### src/rtl/pipe_ctrl_pkg.sv
// Shared definitions for the pipeline hazard controller: FSM state encoding,
// default HALT encoding and the register-field bit ranges of an instruction.
package pipe_ctrl_pkg;

  localparam logic [1:0] ST_RUN     = 2'd0;
  localparam logic [1:0] ST_MEMWAIT = 2'd1;
  localparam logic [1:0] ST_DRAIN   = 2'd2;
  localparam logic [1:0] ST_HALTED  = 2'd3;

  localparam logic [31:0] HALT_INSTR_DEF = 32'hFFFF_FFFF;

  localparam int RS_HI = 25;
  localparam int RS_LO = 21;
  localparam int RT_HI = 20;
  localparam int RT_LO = 16;

endpackage

### src/rtl/hazard_detect.sv
// Load-use detector: the load sitting in EX produces a register that the
// instruction in ID wants to read, so ID must wait one cycle.
module hazard_detect
  import pipe_ctrl_pkg::*;
(
  input  logic [4:0] i_rs,
  input  logic [4:0] i_rt,
  input  logic       i_uses_rt,
  input  logic [4:0] i_write_reg_e,
  input  logic       i_mem_to_reg_e,
  input  logic       i_reg_write_e,
  output logic       o_load_use
);

  logic w_rs_match;
  logic w_rt_match;

  // Register $0 is hard-wired, so a load "to $0" never creates a dependency.
  always_comb begin
    w_rs_match = (i_write_reg_e == i_rs);
    w_rt_match = i_uses_rt & (i_write_reg_e == i_rt);
    o_load_use = i_mem_to_reg_e & i_reg_write_e & (i_write_reg_e != 5'd0) &
                 (w_rs_match | w_rt_match);
  end

endmodule

### src/rtl/pipeline_hazard_ctrl.sv
// Central sequencer for the IF/ID, ID/EX, EX/MEM and MEM/WB registers.
// Produces hold/clear controls and the PC enable from load-use, taken
// branches resolved in MEM, data-memory wait and HALT.
//
// Memory handshake: memReqM marks a MEM-stage access in the current cycle;
// memReadyM high in the same cycle completes it. A request without ready is a
// wait cycle, and the whole front of the pipeline (PC, IF/ID, ID/EX, EX/MEM)
// is held with a bubble pushed into WB until ready arrives.
module pipeline_hazard_ctrl
  import pipe_ctrl_pkg::*;
#(
  parameter int          DRAIN_CYCLES = 3,
  parameter logic [31:0] HALT_INSTR   = HALT_INSTR_DEF
)
(
  input  logic        clk,
  input  logic        reset,
  input  logic [31:0] instructionD,
  input  logic        usesRtD,
  input  logic [4:0]  writeRegE,
  input  logic        MemtoRegE,
  input  logic        RegWriteE,
  input  logic        branchTakenM,
  input  logic        memReqM,
  input  logic        memReadyM,
  output logic        pcWriteEn,
  output logic        stallF,
  output logic        stallD,
  output logic        stallE,
  output logic        refreshD,
  output logic        refreshE,
  output logic        refreshM,
  output logic        refreshW,
  output logic        haltDone,
  output logic [1:0]  dbg_state
);

  localparam int             CW       = $clog2(DRAIN_CYCLES + 1);
  localparam logic [CW-1:0]  CNT_LOAD = CW'(DRAIN_CYCLES - 1);

  logic [1:0]    r_state;
  logic [CW-1:0] r_cnt;
  logic          r_halt_done;

  logic [1:0]    w_next_state;
  logic [CW-1:0] w_next_cnt;
  logic          w_mem_wait;
  logic          w_is_halt;
  logic          w_load_use;

  assign w_mem_wait = memReqM & ~memReadyM;
  assign w_is_halt  = (instructionD == HALT_INSTR);
  assign haltDone   = r_halt_done;
  assign dbg_state  = r_state;

  hazard_detect u_hazard_detect (
    .i_rs           (instructionD[RS_HI:RS_LO]),
    .i_rt           (instructionD[RT_HI:RT_LO]),
    .i_uses_rt      (usesRtD),
    .i_write_reg_e  (writeRegE),
    .i_mem_to_reg_e (MemtoRegE),
    .i_reg_write_e  (RegWriteE),
    .o_load_use     (w_load_use)
  );

  // State, drain counter and the registered halt-done flag.
  always_ff @(posedge clk) begin
    if (reset) begin
      r_state     <= ST_RUN;
      r_cnt       <= '0;
      r_halt_done <= 1'b0;
    end else begin
      r_state     <= w_next_state;
      r_cnt       <= w_next_cnt;
      r_halt_done <= (w_next_state == ST_HALTED);
    end
  end

  // Next state and next counter value. MEMWAIT decodes like RUN: once ready
  // arrives the held instructions are evaluated afresh.
  always_comb begin
    w_next_state = r_state;
    w_next_cnt   = r_cnt;
    case (r_state)
      ST_RUN, ST_MEMWAIT: begin
        if (w_mem_wait) begin
          w_next_state = ST_MEMWAIT;
        end else if (branchTakenM) begin
          w_next_state = ST_RUN;
        end else if (w_is_halt) begin
          w_next_state = ST_DRAIN;
          w_next_cnt   = CNT_LOAD;
        end else begin
          w_next_state = ST_RUN;
        end
      end
      ST_DRAIN: begin
        if (w_mem_wait) begin
          w_next_state = ST_DRAIN;
        end else if (branchTakenM) begin
          // The HALT was on the wrong path; resume normal fetch.
          w_next_state = ST_RUN;
          w_next_cnt   = '0;
        end else if (r_cnt == '0) begin
          w_next_state = ST_HALTED;
        end else begin
          w_next_cnt   = r_cnt - CW'(1);
        end
      end
      default: begin
        w_next_state = ST_HALTED;
      end
    endcase
  end

  // Pipeline-register controls decoded from state, counter and hazards.
  always_comb begin
    pcWriteEn = 1'b0;
    stallF    = 1'b0;
    stallD    = 1'b0;
    stallE    = 1'b0;
    refreshD  = 1'b0;
    refreshE  = 1'b0;
    refreshM  = 1'b0;
    refreshW  = 1'b0;
    if (reset) begin
      refreshD = 1'b1;
      refreshE = 1'b1;
      refreshM = 1'b1;
      refreshW = 1'b1;
    end else begin
      case (r_state)
        ST_RUN, ST_MEMWAIT: begin
          pcWriteEn = 1'b1;
          if (w_mem_wait) begin
            pcWriteEn = 1'b0;
            stallF    = 1'b1;
            stallD    = 1'b1;
            stallE    = 1'b1;
            refreshW  = 1'b1;
          end else if (branchTakenM) begin
            refreshD  = 1'b1;
            refreshE  = 1'b1;
            refreshM  = 1'b1;
          end else if (w_is_halt || w_load_use) begin
            // HALT never enters EX; a load-use bubble lasts one cycle.
            pcWriteEn = 1'b0;
            stallF    = 1'b1;
            refreshE  = 1'b1;
          end
        end
        ST_DRAIN: begin
          stallF   = 1'b1;
          stallD   = 1'b1;
          refreshE = 1'b1;
          if (w_mem_wait) begin
            stallE   = 1'b1;
            refreshW = 1'b1;
            refreshE = 1'b0;
          end else if (branchTakenM) begin
            refreshD  = 1'b1;
            refreshM  = 1'b1;
            pcWriteEn = 1'b1;
            stallF    = 1'b0;
            stallD    = 1'b0;
          end
        end
        default: begin
          stallF   = 1'b1;
          stallD   = 1'b1;
          refreshE = 1'b1;
        end
      endcase
    end
  end

endmodule

### config.mk
export PLATFORM = sky130hd
export DESIGN_NAME = pipeline_hazard_ctrl
export DESIGN_NICKNAME = d
export VERILOG_FILES = /design/src/rtl/pipe_ctrl_pkg.sv /design/src/rtl/hazard_detect.sv /design/src/rtl/pipeline_hazard_ctrl.sv
export SDC_FILE = /design/constraint.sdc
export NUM_CORES = 1
export LEC_CHECK = 0
export BUFFER_PORTS_ARGS = -buffer_cell sky130_fd_sc_hd__buf_2
export CAP_MARGIN = 0
export CORE_UTILIZATION = 38
export DETAILED_ROUTE_END_ITERATION = 8
export PLACE_DENSITY = 0.89
export SLEW_MARGIN = 20
export SYNTH_ARGS = -nofsm -noshare
export SYNTH_HDL_FRONTEND = slang
export SYNTH_HIERARCHICAL = 1
export SYNTH_SLANG_ARGS = --single-unit
### constraint.sdc
create_clock -name clk -period 5.25 [get_ports clk]
set_input_delay 0.7875 -clock clk [delete_from_list [all_inputs] [get_ports clk]]
set_output_delay 0.7875 -clock clk [all_outputs]
set_load 0.05 [all_outputs]
* After elaboration in Yosys (flattened, before gate mapping)
Index checks and enable logic that the tools add are counted.
** Storage, ports and cells
- Register bits after elaboration :: 5
- Bits of input ports :: 45
- Logic and storage cells :: 71
** Operators by class
- Add/sub/neg operators :: 1
- Equal/unequal tests :: 11
- Muxes and demuxes :: 41
- Bitwise gates (word level) :: 7
- Reductions and logical operators :: 8
** Operator list (number)
- $eq A32 B32 Y1 const B :: 1
- $mux W2 :: 12
- $mux W1 :: 23
- $eq A5 B5 Y1 :: 2
- $ne A2 B2 Y1 const B :: 4
- $pmux W1 S2 :: 4
- $pmux W2 S2 :: 2
- $reduce_and A6 Y1 :: 1
- $and A1 B1 Y1 :: 5
- $reduce_bool A5 Y1 :: 1
- $eq A2 B2 Y1 const B :: 2
- $logic_not A2 Y1 :: 2
- $ne A3 B3 Y1 const B :: 1
- $reduce_or A3 Y1 :: 1
- $eq A2 B1 Y1 const B :: 1
- $reduce_bool A2 Y1 :: 1
- $reduce_or A2 Y1 :: 1
- $sub A2 B1 Y2 const B :: 1
- $logic_or A1 B1 Y1 :: 1
- $not A1 Y1 :: 1
- $or A1 B1 Y1 :: 1

* Logic depth before layout (Yosys ltp)
Gate-level depths: netlist of the first run.
- Word-level depth :: 10
- Depth in mapped cells :: 6

* Hierarchy
The synthesis of the first run kept the hierarchy.
** By module, submodules not included
- pipeline_hazard_ctrl :: times used 1, cells an instance 61, area an instance 444.2 sq um, sequential area each 100.1 sq um
- hazard_detect :: times used 1, cells an instance 17, area an instance 133.9 sq um, sequential area each 0.0 sq um

* Least setup slack after synthesis of the first run
Ideal clock, no wire load.
- Path type :: input-to-output
- From :: in writeRegE[2]
- To :: out refreshE
- Arrival :: 2414 ps
- Required time :: 4463 ps
- Setup slack :: 2048 ps
- Stages on the path :: 6
- Cell sequence :: xor2_1 nor4_1 nand3_1 a21oi_1 a21oi_1 a41oi_1
** Between the ends
- Word-level cells in the longest chain between the ends :: 10
** Ends and longest elaborated chain
- start: declaration :: line pipeline_hazard_ctrl.sv:20 : input logic [4:0] writeRegE,
- $eq A5 B5 Y1 :: line hazard_detect.sv:21 : w_rt_match = i_uses_rt & (i_write_reg_e == i_rt);
- $and A1 B1 Y1 :: line hazard_detect.sv:21
- $or A1 B1 Y1 :: line hazard_detect.sv:23 : (w_rs_match | w_rt_match);
- $and A1 B1 Y1 (*) :: line hazard_detect.sv:22 : o_load_use = i_mem_to_reg_e & i_reg_write_e & (i_write_reg_e != 5'd0) &
- net w_load_use :: line pipeline_hazard_ctrl.sv:49 : logic w_load_use;
- $logic_or A1 B1 Y1 (*) :: line pipeline_hazard_ctrl.sv:145 : end else if (w_is_halt || w_load_use) begin
- $mux W1 (*) :: line pipeline_hazard_ctrl.sv:145
- $mux W1 (*) :: line pipeline_hazard_ctrl.sv:141 : end else if (branchTakenM) begin
- $mux W1 (*) :: line pipeline_hazard_ctrl.sv:135 : if (w_mem_wait) begin
- $pmux W1 S2 (*) :: line pipeline_hazard_ctrl.sv:132 : case (r_state)
- $mux W1 (*) :: line pipeline_hazard_ctrl.sv:126 : if (reset) begin
- end: declaration :: line pipeline_hazard_ctrl.sv:31 : output logic refreshE,
Mark *: on every way through the listed nets, which the timed path passes. The rest lies on a longest branch.

* Final worst setup path of the first run
- From :: in writeRegE[2]
- To :: out pcWriteEn
** Between the ends
- Word-level cells in the longest chain between the ends :: 10
** Ends and longest elaborated chain
- $eq A5 B5 Y1 :: line hazard_detect.sv:21
- $and A1 B1 Y1 :: line hazard_detect.sv:21
- $or A1 B1 Y1 :: line hazard_detect.sv:23
- $and A1 B1 Y1 (*) :: line hazard_detect.sv:22
- net w_load_use :: line pipeline_hazard_ctrl.sv:49
- $logic_or A1 B1 Y1 (*) :: line pipeline_hazard_ctrl.sv:145
- $mux W1 (*) :: line pipeline_hazard_ctrl.sv:145
- $mux W1 (*) :: line pipeline_hazard_ctrl.sv:141
- $mux W1 (*) :: line pipeline_hazard_ctrl.sv:135
- $pmux W1 S2 (*) :: line pipeline_hazard_ctrl.sv:132
- $mux W1 (*) :: line pipeline_hazard_ctrl.sv:126
- end: declaration :: line pipeline_hazard_ctrl.sv:26 : output logic pcWriteEn,
Marks and branches as above.

==> run summary, run 1 <==
The final wirelength is 1810 µm. With fillers left out, the area of the finished cells amounts to 880 µm². Tracing the worst setup path back leads to its startpoint at writeRegE[2].

The final hold violation count came out at 0. The pin count of the biggest net entering global routing came out at 12. After detailed routing, the number of vias per cell comes to 5.59. The top flip-flop cell by instance count after synthesis is dfxtp_1. Headroom to the max-slew limit came out at 76.5%. The deepest clock path buffer count came out at 2. The layout has 117 filler cells.

Data on the critical path is required at its endpoint by 4460 ps. The final number of setup-violating endpoints came out at 0. In the layout the commonest cells are buf_2, nand4_1, inv_1, a21oi_1, xor2_1.

The setup slack on the worst flop-to-flop path is 3460 ps. The critical path class is input port to output pin. The total setup buffers inserted after CTS came out at 0.

The final period utilization is 58.2%. The maximum single-stage delay on the critical path came out at 540 ps. The netlist uses 32 different library cells.

The slowest cell on the critical path is or4_1. The die outline area is 0.00168 mm². The routability congestion estimate came out at 0.880. STA classifies the critical path startpoint as an input port. The number of cells on the worst reg-to-reg path is 6. The number of diodes added for antenna fixing came out at 0. In this run the worst hold path is classified as flop to flop.

The max-capacitance violation count came out at 0. Counting I/O delays and the setup requirement, the final critical path takes 3060 ps. Summed over all cells, the static leakage comes to 0.420 nW. The library cell used most frequently in the layout, excluding fill and tap cells, is buf_2. The slew of the pin with the lowest slew margin came out at 349 ps.

The element type at the critical path end is an output pin. The signal arrival time at the worst endpoint came out at 2270 ps. The half-perimeter wire length after detailed placement came out at 1570 µm. The core area came out at 0.00135 mm². The number of slew-limit violations in the final report came to 0. The synthesized netlist net count is 124.

Setup repair after global routing left no endpoint under its margin. The root buffer selected by CTS is clkbuf_4. The post-cts hold buffer count came out at 0.

The wire length of the first global-routing pass is 2870 µm. The DRC violation count after routing came out at 0. The effective utilization at floorplan is 42.8%. The post-route netlist has 44.4% of its cells at a drive strength greater than 1. From left edge to right edge, the die measures 41 µm. The CTS H-tree depth came out at 1.

The areal power density over the cells is 160 mW/mm². The sequential-to-total area share from yosys stat is 17.3%. The clock edge transition at the registers on the reported setup and hold paths is 40 ps.

The average size of a mapped cell came out at 7.41 µm². TritonCTS built the clock tree. The via count is 839. For this block, the initial DRC count from the detailed router was 22.

The maximum frequency from static timing analysis is 0.327 GHz. The remaining antenna violation count after routing came out at 0. The number of rows created at floorplan is 13. On the final layout, the worst clock skew is 0.367 ps. In this run, synthesis inferred 0 flip-flops with an integrated enable. The final sum of negative setup slack is 0 ps. The post-cts repair resize count is 0. The share of async-settable or async-resettable flops after synthesis is 0%. The total routing usage reported by global routing came out at 25.2%.

The endpoint of the worst-slack reg-to-reg timing path is r_cnt[0]. The synthesized cell area came out at 578 µm². The vertical extent of the die is 41 µm. The number of sinks on the clock net is 5. For this run, the post-layout net count is 182.

For this run the aggregate overflow at the end of global routing stands at 0. The count of input and output buffers came out at 55. The via count of the first global-routing pass is 717. Of all nets on the critical path, the largest fanout is 3. Synthesis produced 78 cells. The clock latency at the later pin of the worst-skew pair came out at 240 ps. The number of buffers added by the clock tree synthesis step is 3. The most critical setup path has its endpoint at pcWriteEn.

The first detailed-routing pass took 4 iterations. 56 I/O pins were placed. The worst register-to-register path begins at r_cnt[0]. The critical path goes through buf_2 -> or4_1 -> o211ai_2 -> a21oi_1 -> a21oi_1 -> o211a_1 -> buf_2. In the final routed layout, each cell accounts on average for 12.0 µm. IR analysis of the VDD net gives a maximum drop of 103 µV. Synthesis inferred 5 register bits. The area added between synthesis and finish is 52.2%. The number of antenna violations at the first check in global routing came to 0.

In this run the cell area measured after placement is 853 µm². The number of warnings printed during yosys synthesis is 6. The run finished with clean final reports.
registers in the layout (all words and copies together), names as in the netlist:
signal and count:
haltDone 1, dbg_state 2, r_cnt 2
worst min-delay path by stage:
stage,startpoint,endpoint,slack (ps),cells after the start
after detailed placement,r_cnt[1],r_cnt[1],500,2
after global placement,r_cnt[1],r_cnt[1],480,2
after CTS,r_cnt[1],r_cnt[1],510,2
final,r_cnt[1],r_cnt[1],510,2
after global routing,r_cnt[1],r_cnt[1],540,2
after floorplan,r_cnt[1],r_cnt[1],460,2
critical path: cells and delay by family:
family                 cells  cell delay (ps)
buffers and inverters      2              370
AND/OR/NAND/NOR            1              540
AO/OA/AOI/OAI              4              560
cells by family (layout without fill, tap and decap cells):
group / after synthesis / after routing / synth area share (%)
AO/OA/AOI/OAI: 20 / 20 / 25.8
XOR/XNOR: 10 / 10 / 15.2
adder cells (fa/ha/maj): 1 / 1 / 2.16
buffers and inverters: 9 / 66 / 7.79
flip-flops: 5 / 5 / 17.3
AND/OR/NAND/NOR: 33 / 33 / 31.8
final cells by class:
cell class / count / area (µm²) / share of cell area [%]
inverters: 7 / 26.3 / 2.99
well taps: 15 / 18.8 / 2.13
clock buffers: 4 / 26.3 / 2.99
flip-flops and latches: 5 / 100 / 11.4
repair buffers: 55 / 275 / 31.3
multi-input cells: 64 / 433 / 49.2
synth_stat cells (2+ instances only):
| master | number | area, µm² |
|---|---|---|
| nand4_1 | 9 | 56.3 |
| nor3_1 | 3 | 15.0 |
| inv_1 | 7 | 26.3 |
| nor4_1 | 3 | 18.8 |
| xnor2_1 | 3 | 26.3 |
| xor2_1 | 7 | 61.3 |
| o211a_1 | 2 | 20.0 |
| a21oi_1 | 7 | 35.0 |
| nor2_1 | 4 | 15.0 |
| dfxtp_1 | 5 | 100 |
| nand2b_1 | 2 | 12.5 |
| nand3_1 | 2 | 10.0 |
| nand2_1 | 5 | 18.8 |
per-layer routing:
metal	vias up	track usage [%]	wire length, µm
met2	40	46.9	949
met4	0	1.67	0
met3	0	5.43	134
li1	410	-	-
met1	389	30.0	722
met5	-	0	0
report_power, final:
| group | internal [W] | total (W) | switching (W) |
|---|---|---|---|
| clock network | 0.0000288 | 0.0000450 | 0.0000162 |
| registers | 0.0000384 | 0.0000391 | 0.000000712 |
| logic | 0.0000228 | 0.0000566 | 0.0000338 |
per-stage QoR:
step	worst slack [ps]	hold slack, ps	std cells	power [W]	util (%)
floorplan	2050	463	78	0.0000696	-
global placement	2230	480	146	0.0000947	63.2
detailed placement	2190	499	146	0.0000962	63.2
CTS	2190	506	150	0.000142	65.2
global route	2100	544	150	0.000149	65.2
finish	2190	511	150	0.000141	65.2
(Power assumes the default switching activity.)
==> inputs of run 2 (changes only) <==
--- a/config.mk
+++ b/config.mk
@@ -5,11 +5,12 @@
 export SDC_FILE = /design/constraint.sdc
 export NUM_CORES = 1
 export LEC_CHECK = 0
+export ABC_AREA = 1
 export BUFFER_PORTS_ARGS = -buffer_cell sky130_fd_sc_hd__buf_2
 export CAP_MARGIN = 0
 export CORE_UTILIZATION = 38
 export DETAILED_ROUTE_END_ITERATION = 8
-export PLACE_DENSITY = 0.89
+export PLACE_DENSITY = 0.83
 export SLEW_MARGIN = 20
 export SYNTH_ARGS = -nofsm -noshare
 export SYNTH_HDL_FRONTEND = slang
==> constraint.sdc (replaced) <==
create_clock -name clk -period 3.15 [get_ports clk]
set_input_delay 0.4725 -clock clk [delete_from_list [all_inputs] [get_ports clk]]
set_output_delay 0.4725 -clock clk [all_outputs]
set_load 0.05 [all_outputs]
==> run 2 against run 1 <==
Against the previous run: sequential share of layout area fell by 1.5 points; area after synthesis is 21% higher; combinational power is 84% higher; critical path depth is 7 higher; clock power grew 70%; worst setup slack worse by 1200 ps.
==> run summary, run 2 <==
Status: completed (unchanged). The via count is 1021 (was 839). The relative max-transition margin is 66.8% (was 76.5%). The final period utilization is 69.1%. The count of boundary I/O pins came out at 56 (unchanged).

The root buffer selected by CTS is clkbuf_4 (unchanged). The largest family of logic cells by synthesized area was simple AND/OR/NAND/NOR gates (unchanged). The overflow left after global routing came to 0 (unchanged). The die outline area was 0.00201 mm² (was 0.00168 mm²). The kind of path behind the tightest hold check was flop to flop (unchanged). The final number of setup-violating endpoints came out at 0 (unchanged). The register area was 100 µm² (unchanged). The effective utilization at floorplan came to 40.4% (was 42.8%). The number of sinks on the clock net is 5 (unchanged). The number of rows created at floorplan is 15 (was 13).

The CTS H-tree depth was 1 (unchanged). The areal power density over the cells was 241 mW/mm² (was 160 mW/mm²). The number of diodes added for antenna fixing came out at 0 (unchanged).

The wire length of the first global-routing pass is 3390 µm (was 2870 µm). The number of buffers added by the clock tree synthesis step came out at 3 (unchanged). The final hold violation count is 0 (unchanged). The synthesized netlist net count is 189 (was 124). The data required time of the critical path is 2680 ps (was 4460 ps).

The vertical extent of the die is 44.9 µm (was 41 µm). The DRC violation count after routing came out at 0 (unchanged). The clock tree from TritonCTS is built (unchanged). The die width was 44.9 µm (was 41 µm). The via count of the first global-routing pass was 891 (was 717). The total routing usage reported by global routing came out at 22.1% (was 25.2%). The clock latency at the later pin of the worst-skew pair was 250 ps (was 240 ps).

The post-synthesis sequential element count came to 5 (unchanged). The wire length per cell after detailed routing came out at 8.92 µm (was 12.0 µm). The element type at the critical path start is an input port (unchanged). The top cell type's share of synthesized area came to 34.4% (was 17.3%). The length in cells of the worst reg-to-reg path came out at 7 (was 6).

The final sum of negative setup slack is 0 ps (unchanged). The number of slew-limit violations in the final report is 0 (unchanged). The commonest non-fill, non-tap cell in the layout is nand2_1 (was buf_2). Leading cell types in the layout, fill and taps excluded: nand2_1, buf_2, inv_1 (was buf_2, nand4_1, inv_1, a21oi_1, xor2_1).

The total setup buffers inserted after CTS is 0 (unchanged). The top flip-flop cell by instance count after synthesis is dfxtp_1 (unchanged). The share of async-settable or async-resettable flops after synthesis is 0% (unchanged). Derived from the worst setup path, the maximum achievable clock frequency is 0.459 GHz. The count of input and output buffers is 55 (unchanged). The number of antenna violations at the first check in global routing came out at 0 (unchanged). The count of unique library cells instantiated by Yosys came out at 20 (was 32). The initial DRC count came to 23 (was 22). The detailed-route vias per instance came to 4.54 (was 5.59). The half-perimeter wire length after detailed placement came out at 1700 µm (was 1570 µm). The slew of the pin with the lowest slew margin came to 492 ps (was 349 ps). The area added between synthesis and finish is 45.5% (was 52.2%). The largest fanout on the critical path was 3 (unchanged). The maximum resistive drop on vdd is 176 µV (was 103 µV). The multiplexer area fraction after synthesis came out at 0% (unchanged).

Most common library cells after synthesis: nand2_1, inv_1, nor2_1 (was nand4_1, a21oi_1, inv_1, xor2_1). The cell depth of the worst hold path came out at 2 (unchanged). The final-layout fill cell count is 191 (was 117). The post-route minimum period came out at 2180 ps. The average size of a mapped cell was 4.88 µm² (was 7.41 µm²). The simple-gate share of the synthesized area came out at 59.5% (was 31.8%). The final wirelength came to 2010 µm (was 1810 µm). The post-cts hold buffer count came out at 0 (unchanged).

The total placed instance area is 990 µm² (was 853 µm²). The core area is 0.00173 mm² (was 0.00135 mm²). The multi-input combinational cell area is 493 µm² (was 433 µm²). The synthesized-area fraction occupied by ao, oa, aoi and oai cells is 8.06% (was 25.8%).

The routability congestion estimate is 0.898 (was 0.880). The dominant cell by count in the synthesized netlist is nand2_1 (was nand4_1). Top area cells in the synthesized netlist: nand2_1, dfxtp_1, inv_1 (was dfxtp_1, xor2_1, nand4_1). The cell accounting for the most synthesized area was nand2_1 (was dfxtp_1).

The total number of nets in the final design is 247 (was 182). The pin count of the biggest net entering global routing is 11 (was 12). The worst-case clock skew is 7.94 ps (was 0.367 ps). The remaining antenna violation count after routing came out at 0 (unchanged). The detailed-router iteration count before antenna repair came out at 4 (unchanged). The element type at the critical path end is an output pin (unchanged).

The clock edge transition at the registers on the reported setup and hold paths is 40 ps (about the same). The max-capacitance violation count came out at 0 (unchanged). The critical path class is input port to output pin (unchanged). The fraction of final layout cells sized beyond drive strength 1 is 33.0% (was 44.4%). Unrepaired setup endpoints after global routing: no (unchanged).

The synthesized cell area came out at 698 µm² (was 578 µm²). The sequential-to-total area share from yosys stat is 14.3% (was 17.3%). The number of enable-type register cells in the synthesized netlist came out at 0 (unchanged). The post-cts repair resize count came out at 0 (unchanged).

The deepest clock path buffer count is 2 (unchanged). The utilization after layout is 58.8% (was 65.2%). The number of warnings printed during yosys synthesis is 6 (unchanged). The reported leakage power is 0.619 nW (was 0.420 nW). The XOR/XNOR share of the synthesized area came out at 1.25% (was 15.2%). The adder-cell share of the synthesized area came out at 1.79% (was 2.16%).

The cell area after layout came out at 0.00102 mm² (was 880 µm²). The number of cells produced by synthesis came out at 143 (was 78). The signal arrival time at the worst endpoint came out at 1710 ps (was 2270 ps).
run 2: critical path: stages:
cell and delay [ps]:
buf_2 110, inv_1 40, nand2_1 60, nand2_1 50, nor2_1 130, nand3_1 90, a21oi_1 130, inv_1 70
nand2_1 60, nand2_1 50, nand2_1 70, nand2_1 50, nor2_1 70, buf_2 260
run 2: stage by stage:
step	hold WS, ps	total power [W]	setup WS [ps]	instances
final	480	0.000245	972	225
after global routing	497	0.000258	818	225
after CTS	481	0.000246	986	225
after detailed placement	475	0.000169	989	221
after global placement	449	0.000166	1010	221
after floorplan	438	0.000127	611	143
run 2: logic make-up (layout without fill, tap and decap cells):
family,after synthesis,in the layout
adders and majority gates,1,1
DFF,5,5
buffers and inverters,26,83
and+or+nand+nor,100,100
AOI/OAI and AO/OA,10,10
xor gates and xnor gates,1,1
run 2: area by class of cell:
| type | instances | share of cell area [%] |
|---|---|---|
| multi-input cells | 112 | 48.5 |
| flip-flops and latches | 5 | 9.85 |
| clock buffers | 4 | 2.59 |
| well taps | 25 | 3.08 |
| repair buffers | 55 | 27.1 |
| inverters | 24 | 8.87 |
run 2: worst paths after layout:
path / start / endpoint / slack (ps)
max: instructionD[24] / stallF / 970
min: r_cnt[1] / r_cnt[1] / 480
max reg2reg: dbg_state[0] / r_cnt[1] / 1940
min reg2reg: r_cnt[1] / r_cnt[1] / 480
run 2: routing by layer:
metal | routed length, µm | track usage [%] | up-vias
met3 | 126 | 4.40 | 2
met5 | 0 | 0 | -
met2 | 1040 | 39.4 | 48
met4 | 9 | 7.88 | 0
li1 | - | - | 547
met1 | 835 | 26.1 | 424
run 2: power by group:
| part | switching [W] | internal, W |
|---|---|---|
| Sequential | 0.000000789 | 0.0000640 |
| Clock | 0.0000284 | 0.0000480 |
| Combinational | 0.0000649 | 0.0000389 |
